File: src/rtl/mem_stage_pkg.sv
// ============================================================================
// mem_stage_pkg : shared widths, control-bit indices and FSM encoding
// Revision: 1.0
// ============================================================================
`default_nettype none

package mem_stage_pkg;

    localparam int ADDR_W_DEF = 8;
    localparam int DATA_W_DEF = 16;

    // Bit positions inside signals_MEM = {MemRead, MemWrite, RegWrite, spare}
    localparam int SIG_MEMREAD  = 3;
    localparam int SIG_MEMWRITE = 2;
    localparam int SIG_REGWRITE = 1;
    localparam int SIG_SPARE    = 0;

    typedef enum logic [0:0] {
        ST_IDLE      = 1'b0,
        ST_LOAD_WAIT = 1'b1
    } state_e;

endpackage : mem_stage_pkg

`default_nettype wire

File: src/rtl/data_memory.sv
// ============================================================================
// data_memory : 2^ADDR_W x DATA_W, synchronous write, registered read
// Revision: 1.0
// ============================================================================
`default_nettype none

module data_memory
    import mem_stage_pkg::*;
#(
    parameter int ADDR_W = ADDR_W_DEF,
    parameter int DATA_W = DATA_W_DEF
) (
    input  logic              clk,
    input  logic [ADDR_W-1:0] addr,
    input  logic              we,
    input  logic [DATA_W-1:0] wdata,
    input  logic              re,
    output logic [DATA_W-1:0] rdata
);

    localparam int DEPTH = 1 << ADDR_W;

    logic [DATA_W-1:0] mem_q [DEPTH];
    logic [DATA_W-1:0] rdata_q;

    // Contents are deliberately left unreset so data survives a pipeline reset.
    always_ff @(posedge clk) begin
        if (we) begin
            mem_q[addr] <= wdata;
        end
        if (re) begin
            rdata_q <= mem_q[addr];
        end
    end

    assign rdata = rdata_q;

endmodule : data_memory

`default_nettype wire

File: src/rtl/mem_stage.sv
// ============================================================================
// mem_stage : pipeline MEM stage with 2-cycle loads and write-back registers
// Revision: 1.0
// ============================================================================
`default_nettype none

module mem_stage
    import mem_stage_pkg::*;
#(
    parameter int ADDR_W = ADDR_W_DEF,
    parameter int DATA_W = DATA_W_DEF
) (
    input  logic              clk,
    input  logic              reset_n,
    input  logic              valid_EXE,
    input  logic [DATA_W-1:0] AluResult_EXE,
    input  logic [DATA_W-1:0] valueB_EXE,
    input  logic [2:0]        rd_EXE,
    input  logic [3:0]        signals_MEM,
    input  logic              flush,
    output logic              stall_MEM,
    output logic              valid_WB,
    output logic [DATA_W-1:0] result_WB,
    output logic [2:0]        rd_WB,
    output logic              RegWrite_WB
);

    state_e            state_q, state_d;
    logic              valid_wb_q, valid_wb_d;
    logic [DATA_W-1:0] result_wb_q, result_wb_d;
    logic [2:0]        rd_wb_q, rd_wb_d;
    logic              regwrite_wb_q, regwrite_wb_d;
    logic [2:0]        ld_rd_q, ld_rd_d;
    logic              ld_regwrite_q, ld_regwrite_d;

    logic              mem_we;
    logic              mem_re;
    logic [DATA_W-1:0] mem_rdata;
    logic [ADDR_W-1:0] mem_addr;

    logic is_read;
    logic is_write;

    assign mem_addr = AluResult_EXE[ADDR_W-1:0];
    assign is_write = signals_MEM[SIG_MEMWRITE];
    assign is_read  = signals_MEM[SIG_MEMREAD] && !signals_MEM[SIG_MEMWRITE];

    logic unused_ok;
    assign unused_ok = ^{signals_MEM[SIG_SPARE], AluResult_EXE[DATA_W-1:ADDR_W]};

    data_memory #(
        .ADDR_W (ADDR_W),
        .DATA_W (DATA_W)
    ) u_data_memory (
        .clk   (clk),
        .addr  (mem_addr),
        .we    (mem_we),
        .wdata (valueB_EXE),
        .re    (mem_re),
        .rdata (mem_rdata)
    );

    always_comb begin
        state_d       = state_q;
        valid_wb_d    = 1'b0;
        regwrite_wb_d = 1'b0;
        result_wb_d   = result_wb_q;
        rd_wb_d       = rd_wb_q;
        ld_rd_d       = ld_rd_q;
        ld_regwrite_d = ld_regwrite_q;
        mem_we        = 1'b0;
        mem_re        = 1'b0;

        case (state_q)
            ST_IDLE: begin
                if (valid_EXE && !flush) begin
                    if (is_write) begin
                        mem_we      = 1'b1;
                        valid_wb_d  = 1'b1;
                        result_wb_d = AluResult_EXE;
                        rd_wb_d     = rd_EXE;
                    end else if (is_read) begin
                        mem_re        = 1'b1;
                        ld_rd_d       = rd_EXE;
                        ld_regwrite_d = signals_MEM[SIG_REGWRITE];
                        state_d       = ST_LOAD_WAIT;
                    end else begin
                        valid_wb_d    = 1'b1;
                        regwrite_wb_d = signals_MEM[SIG_REGWRITE];
                        result_wb_d   = AluResult_EXE;
                        rd_wb_d       = rd_EXE;
                    end
                end
            end
            ST_LOAD_WAIT: begin
                // Upstream is stalled here, so its inputs are never accepted on this edge.
                state_d = ST_IDLE;
                if (!flush) begin
                    valid_wb_d    = 1'b1;
                    regwrite_wb_d = ld_regwrite_q;
                    result_wb_d   = mem_rdata;
                    rd_wb_d       = ld_rd_q;
                end
            end
            default: begin
                state_d = ST_IDLE;
            end
        endcase
    end

    always_ff @(posedge clk or negedge reset_n) begin
        if (!reset_n) begin
            state_q       <= ST_IDLE;
            valid_wb_q    <= 1'b0;
            result_wb_q   <= '0;
            rd_wb_q       <= '0;
            regwrite_wb_q <= 1'b0;
            ld_rd_q       <= '0;
            ld_regwrite_q <= 1'b0;
        end else begin
            state_q       <= state_d;
            valid_wb_q    <= valid_wb_d;
            result_wb_q   <= result_wb_d;
            rd_wb_q       <= rd_wb_d;
            regwrite_wb_q <= regwrite_wb_d;
            ld_rd_q       <= ld_rd_d;
            ld_regwrite_q <= ld_regwrite_d;
        end
    end

    assign stall_MEM   = (state_q == ST_LOAD_WAIT);
    assign valid_WB    = valid_wb_q;
    assign result_WB   = result_wb_q;
    assign rd_WB       = rd_wb_q;
    assign RegWrite_WB = regwrite_wb_q;

endmodule : mem_stage

`default_nettype wire

File: config.mk
export PLATFORM = sky130hd
export DESIGN_NAME = mem_stage
export DESIGN_NICKNAME = d
export VERILOG_FILES = /design/src/rtl/mem_stage_pkg.sv /design/src/rtl/data_memory.sv /design/src/rtl/mem_stage.sv
export SDC_FILE = /design/constraint.sdc
export NUM_CORES = 2
export LEC_CHECK = 0
export CAP_MARGIN = 0
export CORE_MARGIN = 1
export CORE_UTILIZATION = 38
export DETAILED_ROUTE_END_ITERATION = 10
export HOLD_SLACK_MARGIN = 0.1
export PLACE_DENSITY = 0.54
export SYNTH_ARGS = -nofsm -noshare
export SYNTH_HDL_FRONTEND = slang
export SYNTH_SLANG_ARGS = --single-unit
File: constraint.sdc
create_clock -name clk -period 4.6 [get_ports clk]
set_input_delay 1.15 -clock clk [delete_from_list [all_inputs] [get_ports clk]]
set_output_delay 1.15 -clock clk [all_outputs]
set_load 0.03 [all_outputs]
==> results by group <==
Worst setup path
  – Setup crit end kind: output port
  – Crit path required time: 3.45 ns
  – Setup crit start kind: register
  – Worst Reg2Reg Path Length in Cells: 6
  – CP max FO: 23
  – Setup CP Type: register to output port
  – Reg2reg end: u_data_memory.rdata[0]
  – R2r startpoint: u_data_memory.mem_q[88][0]
  – CP startpoint: stall_MEM
  – Setup slack, reg-to-reg: 1.78 ns
  – CP arrival: 2.56 ns

Clock network
  – H-tree levels: 5
  – TritonCTS Buffers: approximately 420
  – CTS root buffer: clkbuf_16
  – Clock transition at path regs: ~0.06 ns
  – CTS max path bufs: 4
  – Post-CTS sizing: 0
  – CTS tree: yes
  – Setup bufs post-CTS: 0
  – CTS Hold Buffers Added: 0
  – Clk_lat worst skew: around 0.97 ns
  – Clk sinks: 4138

Logic synthesis
  – Post-Synthesis Cell Area: around 160000 um^2
  – Post-synthesis cell count: about 7000
  – Mapped Nets: slightly below 7000
  – Largest cells by area after synthesis: edfxtp_1 (79%), mux4_2 (15%), a22oi_1 (2.5%)
  – Seq cells post-synth: slightly above 4000
  – Leading area contributor after synthesis: edfxtp_1
  – Synth top area share: 0.790
  – Sequential share of the synthesized area: 0.794
  – Synth warnings: 0
  – Distinct cell type count after synthesis: 24
  – Mean Syn Cell Area: ~23 um^2

GRT
  – First-pass GRT wire length: 591000 um
  – Vias in the first global route: a little under 80000
  – Largest net degree at the start of global routing: about 130
  – Grt ovf: 0
  – Initial antenna violation count: 21
  – GRT Total Usage: 0.199

Finish
  – Fill cell count: ~34000
  – Multi-input logic area: between 30000 and 40000 um^2
  – Final Cell Area: approximately 180000 um^2
  – Core Util, Final: 0.449
  – Layout area overhead: 17.7%
  – Count of nets after finishing: just under 8000
  – Register area: around 120000 um^2
  – Finished Layout Cells: approximately 14000
  – Fraction of layout cells with a size suffix above 1: 0.315

Pwr
  – Cell leakage power: around 0.057 uW
  – Total Power: between 70000 and 80000 uW
  – Pwr dens: between 400 and 500 nW/um^2
  – Max IR drop VDD: approximately 0.34 mV

Place
  – Post-detail-place hpwl: approximately 260000 um
  – Placed cell count: 12800
  – DP Area: 171000 um^2
  – Routability cong.: around 0.81
  – Number of I/O port buffers: 63

Worst hold path
  – Worst Hold Class: input pin to asynchronous set/reset pin

Routing
  – ANT nets after route: 0
  – Drt pass-1 iters: 6
  – DR vias: about 76000
  – First DRT Iteration DRCs: 9154
  – WL/cell: between 30 and 40 um
  – Final wirelength: 418000 um
  – Avg Vias per Cell: approximately 5.6
  – Post-route DRC: 0

Timing
  – RSZ-0062 raised after global routing: false
  – Final period util: 0.806
  – Max frequency: ~270 MHz
  – Final slew viol count: 0
  – Final hold vios: 0
  – Max Clock Skew: a little over 0.03 ns
  – Worst hold slack: about 0.41 ns
  – Relative slew slack: 0.0818
  – Final Setup Violations: 0
  – Tmin final: approximately 3.7 ns
  – Worst Tran Pin Value: ~1.4 ns

Run status
  – Run status: finished, final reports clean

Floorplanning
  – CORE AREA: just over 400000 um^2
  – Die Y: about 640 um
  – # rows: 235
  – Num ports: 65
  – Die Wd: roughly 640 um
  – Die area: ~410000 um^2
  – Initial core utilization: 0.382

Job
  – Max-cap violations: 0
## synthesized netlist by cell type
master / number
nand3_1: 6
a21oi_1: 276
buf_6: 1
a32oi_1: 1
and2_1: 2
clkbuf_1: 263
nor3_1: 3
buf_2: 109
nand4_1: 16
a22oi_1: 512
buf_4: 1
inv_1: 3
or2_2: 1
nor2_1: 282
nor3b_1: 1
nand2_1: 41
dfrtp_1: 26
buf_1: 45
mux4_2: 1024
mux2i_1: 19
nand2b_1: 3
edfxtp_1: 4112
nor2b_1: 7
o41ai_1: 64
## per-stage QoR
step | setup slack (ns) | TNS (ns)
6_report | 0.892 | 0
2_1_floorplan | 0.945 | 0
3_5_place_dp | -0.00837 | -0.00837
4_1_cts | 0.784 | 0
5_1_grt | 0.811 | 0
3_3_place_gp | -0.00832 | -0.00832
## critical path, stage by stage, from the launching register on
cell and delay, ns:
dfrtp_2 0.35, buf_4 0.48, clkdlybuf4s50_1 0.79
## placed cells by master (no fill, tap or decap), types with 25 or more instances in the layout
master	instances
a21oi_1	276
a22oi_1	512
buf_12	149
buf_4	724
bufinv_16	31
clkbuf_1	106
clkbuf_16	424
clkdlybuf4s50_1	44
clkinv_1	99
clkinv_2	77
dfrtp_1	25
edfxtp_1	4112
mux4_2	1024
nor2_1	257
o41ai_1	36
o41ai_2	28
## where the power goes
part	switching (uW)	internal [uW]
clock	14100	18600
combinational	2440	1470
sequential	38.6	41500
total	16600	61600
## cells by family after synthesis
group                  Yosys count  share of synthesized area
AOI/OAI and AO/OA              853                     0.0371
buffers and inverters          422                     0.0111
DFF                           4138                      0.794
muxes                         1043                      0.149
and+or+nand+nor                362                    0.00925
## worst max path at each step
stage	endpoint	slack (ns)	cells past startpoint
after global placement	u_data_memory.rdata[0]	-0.008	9
after floorplan	u_data_memory.mem_q[117][0]	0.94	8
after global routing	stall_MEM	0.81	2
after detailed placement	u_data_memory.rdata[0]	-0.008	9
after CTS	stall_MEM	0.78	2
final	stall_MEM	0.89	2
## registers in the layout (all words and copies together), names as in the netlist
name / flops
u_data_memory.mem_q: 4096
RegWrite_WB: 1
result_WB: 16
u_data_memory.rdata: 16
ld_regwrite_q: 1
stall_MEM: 1
ld_rd_q: 3
rd_WB: 3
valid_WB: 1
## cell type report
type                    instances  area share
well taps                    5451      0.0371
repair buffers                936      0.0497
multi-input cells            2258       0.168
diodes                         12    0.000163
flip-flops and latches       4138       0.675
clock inverters               232      0.0109
inverters                       3   0.0000612
clock buffers                 530      0.0598
## metal layers
layer / up-vias / GRT usage / share of wire
met2: 2869 / 0.316 / 0.47
met5: - / 0 / 0
met3: 534 / 0.0292 / 0.071
met1: 41500 / 0.289 / 0.43
li1: 31300 / - / -
met4: 0 / 0.0533 / 0.027
Power figures use the tool's default switching activity.
